<file path="src/rtl/div_pkg.sv">
// Shared definitions for the sequential restoring divider: state encoding and default width.
package div_pkg;

  localparam int DIV_WIDTH_DEF = 3;

  typedef enum logic [1:0] {
    S_IDLE = 2'd0,
    S_CALC = 2'd1,
    S_DONE = 2'd2
  } div_state_e;

  // Plain-vector aliases so the state register can stay a simple logic vector
  localparam logic [1:0] ST_IDLE = S_IDLE;
  localparam logic [1:0] ST_CALC = S_CALC;
  localparam logic [1:0] ST_DONE = S_DONE;

endpackage

</file>
<file path="src/rtl/div_step.sv">
// One restoring-division step: shift in the next dividend bit, trial-subtract the divisor,
// keep the difference only if it did not borrow.
module div_step #(
  parameter int WIDTH = 3
) (
  input  logic [WIDTH:0]   p_in,
  input  logic             dividend_msb,
  input  logic [WIDTH-1:0] b,
  output logic [WIDTH:0]   p_out,
  output logic             q_bit
);

  logic [WIDTH:0]   p_shift;
  logic [WIDTH+1:0] trial;

  assign p_shift = {p_in[WIDTH-1:0], dividend_msb};

  // Subtract on the full shifted value; p_in's top bit is always 0 because the
  // remainder stays below b, so the borrow lands in trial's MSB.
  assign trial = {p_in, dividend_msb} - {2'b00, b};
  assign q_bit = ~trial[WIDTH+1];
  assign p_out = q_bit ? trial[WIDTH:0] : p_shift;

endmodule

</file>
<file path="src/rtl/seq_divider.sv">
// Multi-cycle unsigned restoring divider, one quotient bit per clock, with
// valid/ready request and response ports.
module seq_divider
  import div_pkg::*;
#(
  parameter int WIDTH = DIV_WIDTH_DEF
) (
  input  logic             clk,
  input  logic             rst_n,
  input  logic             in_valid,
  output logic             in_ready,
  input  logic [WIDTH-1:0] a,
  input  logic [WIDTH-1:0] b,
  output logic             out_valid,
  input  logic             out_ready,
  output logic [WIDTH-1:0] q,
  output logic [WIDTH-1:0] r,
  output logic             dbz
);

  localparam int CNT_W = $clog2(WIDTH + 1);

  logic [1:0]       state_q, state_d;
  logic [CNT_W-1:0] cnt_q,   cnt_d;
  logic [WIDTH:0]   p_q,     p_d;
  logic [WIDTH-1:0] dvd_q,   dvd_d;
  logic [WIDTH-1:0] b_q,     b_d;
  logic [WIDTH-1:0] q_q,     q_d;
  logic [WIDTH-1:0] r_q,     r_d;
  logic             dbz_q,   dbz_d;

  logic [WIDTH:0]   step_p;
  logic             step_q_bit;
  logic [WIDTH-1:0] dvd_shl;

  div_step #(.WIDTH(WIDTH)) u_step (
    .p_in         (p_q),
    .dividend_msb (dvd_q[WIDTH-1]),
    .b            (b_q),
    .p_out        (step_p),
    .q_bit        (step_q_bit)
  );

  // The dividend register doubles as the quotient register: quotient bits enter at the LSB.
  assign dvd_shl = (dvd_q << 1) | WIDTH'(step_q_bit);

  always_comb begin
    state_d = state_q;
    cnt_d   = cnt_q;
    p_d     = p_q;
    dvd_d   = dvd_q;
    b_d     = b_q;
    q_d     = q_q;
    r_d     = r_q;
    dbz_d   = dbz_q;
    case (state_q)
      ST_IDLE: begin
        if (in_valid) begin
          dvd_d = a;
          b_d   = b;
          p_d   = '0;
          cnt_d = CNT_W'(WIDTH);
          if (b == '0) begin
            q_d     = '1;
            r_d     = a;
            dbz_d   = 1'b1;
            state_d = ST_DONE;
          end else begin
            dbz_d   = 1'b0;
            state_d = ST_CALC;
          end
        end
      end
      ST_CALC: begin
        p_d   = step_p;
        dvd_d = dvd_shl;
        cnt_d = cnt_q - CNT_W'(1);
        // Results are published only on the final step, never partially
        if (cnt_q == CNT_W'(1)) begin
          q_d     = dvd_shl;
          r_d     = step_p[WIDTH-1:0];
          state_d = ST_DONE;
        end
      end
      ST_DONE: begin
        if (out_ready) state_d = ST_IDLE;
      end
      default: state_d = ST_IDLE;
    endcase
  end

  always_ff @(posedge clk or negedge rst_n) begin
    if (!rst_n) begin
      state_q <= ST_IDLE;
      cnt_q   <= '0;
      p_q     <= '0;
      dvd_q   <= '0;
      b_q     <= '0;
      q_q     <= '0;
      r_q     <= '0;
      dbz_q   <= 1'b0;
    end else begin
      state_q <= state_d;
      cnt_q   <= cnt_d;
      p_q     <= p_d;
      dvd_q   <= dvd_d;
      b_q     <= b_d;
      q_q     <= q_d;
      r_q     <= r_d;
      dbz_q   <= dbz_d;
    end
  end

  assign in_ready  = (state_q == ST_IDLE);
  assign out_valid = (state_q == ST_DONE);
  assign q         = q_q;
  assign r         = r_q;
  assign dbz       = dbz_q;

endmodule

</file>
<file path="config.mk">
export PLATFORM = sky130hd
export DESIGN_NAME = seq_divider
export DESIGN_NICKNAME = d
export VERILOG_FILES = /design/src/rtl/div_pkg.sv /design/src/rtl/div_step.sv /design/src/rtl/seq_divider.sv
export SDC_FILE = /design/constraint.sdc
export NUM_CORES = 1
export LEC_CHECK = 0
export ABC_CLOCK_PERIOD_IN_PS = 3500
export CAP_MARGIN = 20
export CORE_MARGIN = 2
export CORE_UTILIZATION = 56
export DETAILED_ROUTE_END_ITERATION = 10
export GPL_ROUTABILITY_DRIVEN = 0
export HOLD_SLACK_MARGIN = 0.02
export PLACE_DENSITY = 0.83
export REMOVE_ABC_BUFFERS = 1
export SKIP_CTS_REPAIR_TIMING = 1
export SLEW_MARGIN = 20
export SYNTH_ARGS = -nofsm -noshare
export SYNTH_HDL_FRONTEND = slang
export SYNTH_HIERARCHICAL = 1
export SYNTH_SLANG_ARGS = --single-unit
export TNS_END_PERCENT = 5
</file>
<file path="constraint.sdc">
create_clock -name clk -period 3.5 [get_ports clk]
set_input_delay 0.7 -clock clk [delete_from_list [all_inputs] [get_ports clk]]
set_output_delay 0.7 -clock clk [all_outputs]
set_load 0.01 [all_outputs]
</file>
==> run_results.csv <==
group,metric,value,unit
power,pwr-share-comb,58.4,%
clocking,clock_path_buffers,2,
sta,timing.hold.ws,0.499,ns
sta,period_share,65.2,%
final_layout,post-route-util,71.9,%
worst_setup_path,path_class,"flop to primary output",
placement,preCtsSetupSlack,1.06,ns
die,rows,16,
drt,wire_per_inst,14.8,µm
die,die_w,50.3,µm
sta,final.setup_skew,0.00746,ns
logic_synthesis,synthFlopType,"dfrtp_1",
worst_setup_path,cp_max_fo,13,
drt,vias,983,
sta,hold_violations,0,
worst_setup_path,crit_required,2.80,ns
power,vdd_drop_max,0.000551,V
final_layout,stdcell_count,167,
worst_setup_path,startpoint,"state_q[0]",
logic_synthesis,synth_area,0.00120,mm²
final_layout,n_fill_cell,139,
worst_setup_path,cp-endpoint,"out_valid",
logic_synthesis,synth_top_area_share,43.8,%
sta,rsz0062_at_grt,"no",
worst_setup_path,crit_arrival,1.58,ns
logic_synthesis,post_synth_inst_count,121,
worst_hold_path,hold_path_class,"flop to flop",
placement,dp_hpwl,1870,µm
worst_setup_path,r2r_end,"r[1]",
drt,drc,0,
die,io_pins,19,
die,die-area,0.00253,mm²
sta,period_needed,2.28,ns
global_route,grt_overflow_total,0,
power,p_sw,598,µW
worst_setup_path,cp_num_cells,2,
logic_synthesis,synth_seq_area_share,43.8,%
global_route,grt.total_usage,22.6,%
worst_setup_path,timing.rr.start,"dvd_q[2]",
clocking,clk_pin_slew,0.11,ns
placement,portBuffers,18,
logic_synthesis,yosysMostFrequentCell,"dfrtp_1",
die,die_y,50.3,µm
sta,slew_viol_final,0,
sta,fin_setup_tns,0,ns
placement,dp_cells,163,
worst_setup_path,ff2ff_setup_slack,1.29,ns
sta,fin_ws,1.22,ns
die,coreArea,0.00198,mm²
final_layout,seq_area,526,µm²
worst_setup_path,cp_slowest_cell,"clkdlybuf4s50_1",
final_layout,diodes,0,
global_route,grt_max_degree,22,
worst_setup_path,cp-start-kind,"flop",
logic_synthesis,yosys_warnings,6,
power,switching_share,42.4,%
power,pwr-share-seq,33.5,%
clocking,cts_tree,"built",
sta,max_freq,438,MHz
logic_synthesis,ys_ff_latch,21,
worst_setup_path,crit_family,"buffers and inverters",
drt,first_iter_violations,30,
drt,first_pass_iters,4,
worst_setup_path,crit_chain,"nor2b_1 -> clkdlybuf4s50_1",
logic_synthesis,yosysTopAreaCell,"dfrtp_1",
logic_synthesis,async_flop_share,100,%
run_status,outcome,"finished, final reports clean",
power,p_per_area,989,mW/mm²
job,maxCapViolCount,0,
power,intPower,812,µW
logic_synthesis,synth_cell_types,37,
final_layout,nNetsFinal,156,
clocking,worstSkewPairLatency,0.30,ns
clocking,cts-root-buf,"clkbuf_4",
logic_synthesis,synth-edff-count,0,
die,initial_utilization,60.5,%
logic_synthesis,netlist_top_cells_area,"dfrtp_1, a21oi_1, ha_1, inv_1, a22o_1",
global_route,first_global_vias,922,
logic_synthesis,syn_area_per_cell,9.92,µm²
worst_setup_path,reg2regPathDepth,8,
global_route,grt_antenna_before_repair,0,
sta,maxSlewHeadroom,39.3,%
final_layout,areaGrowthSynthToFinish,18.8,%
drt,vias_per_cell,5.89,
worst_setup_path,critPathMaxStageDelay,0.57,ns
clocking,htreeDepth,1,
power,p_leak,0.000652,µW
worst_setup_path,worstSetupEndpointType,"primary output",
drt,drt-total-wl,2470,µm
sta,setup_violations,0,
sta,tightest_slew,0.907,ns
final_layout,multi_input_area,617,µm²
logic_synthesis,synthTopCellsByCount,"dfrtp_1, inv_1, a21oi_1",
clocking,clock-sinks,21,
worst_setup_path,crit_buf_inv,1,
drt,postRouteAntennaNets,0,
global_route,grt_first_pass_wirelength,4340,µm
final_layout,layout-drive-gt1-share,10.0,%
clocking,cts_buffers,3,
power,power.share.clock,8.1,%
-- worst min-delay path by stage --
| stage | to | depth (start not counted) | slack (ns) | startpoint |
|---|---|---|---|---|
| 6_report | dbz | 2 | 0.50 | dbz |
| 5_1_grt | dbz | 2 | 0.52 | dbz |
| 4_1_cts | dbz | 2 | 0.51 | dbz |
| 3_5_place_dp | dbz | 2 | 0.48 | dbz |
| 3_3_place_gp | dbz | 2 | 0.48 | dbz |
| 2_1_floorplan | b_q[0] | 0 | 0.40 | rst_n |
-- registers in the layout, indices dropped and copies added (netlist names) --
signal	flops
b_q	3
r	3
q	3
p_q	4
state_q	2
dbz	1
cnt_q	2
dvd_q	3
-- power groups by stage --
| stage | Combinational, µW | Sequential [µW] | Clock, µW |
|---|---|---|---|
| 2_1_floorplan | 563 | 464 | 0 |
| 3_3_place_gp | 781 | 472 | 0 |
| 3_5_place_dp | 814 | 479 | 0 |
| 4_1_cts | 819 | 474 | 118 |
| 5_1_grt | 917 | 496 | 128 |
| 6_report | 823 | 473 | 115 |
-- final cells by class --
cell class                      count  share of cell area, %
Sequential cell                    21                   36.9
Inverter                           11                   2.90
Timing Repair Buffer               18                   12.6
Clock inverter                      1                  0.351
Multi-Input combinational cell     86                   43.3
Clock buffer                        3                   1.58
Tap cell                           27                   2.37
-- layout by cell type, fill, tap and decap left out, types with 5 or more instances in the layout --
cell type and instances:
inv_1 11, clkdlybuf4s50_1 18, dfrtp_1 21, o21ai_0 5, nor2b_1 5, nor2_1 6
nand2b_1 5, a21oi_1 10, nand2_1 9
-- through the flow --
stage,total power (µW),cell area (µm²)
after CTS,1410,1430
final,1410,1430
after floorplan,1030,1180
after global routing,1540,1430
after global placement,1250,1400
after detailed placement,1290,1400
-- cell families after synthesis --
kind of cell	after synthesis	synth area share [%]
AO/OA/AOI/OAI	37	23.6
multiplexers	3	2.82
flip-flops	21	43.8
adder cells (fa/ha/maj)	5	5.84
buffers and inverters	14	4.80
XOR/XNOR	1	0.730
AND/OR/NAND/NOR	40	18.5
-- worst reg2reg max path: cells and delay by family (launching register included) --
kind / cells / cell delay [ns]
simple gates: 3 / 0.72
compound gates: 2 / 0.27
flops: 1 / 0.39
buf+inv: 1 / 0.07
fa+ha+maj: 2 / 0.66
-- metal layers --
layer	vias up	global-route usage, %	wire, µm
li1	478	-	-
met1	459	32.9	1150
met2	40	32.9	1110
met3	6	6.85	160
met4	0	5.86	45
met5	-	0	0
Note: power is estimated with default switching activity, not from simulation.
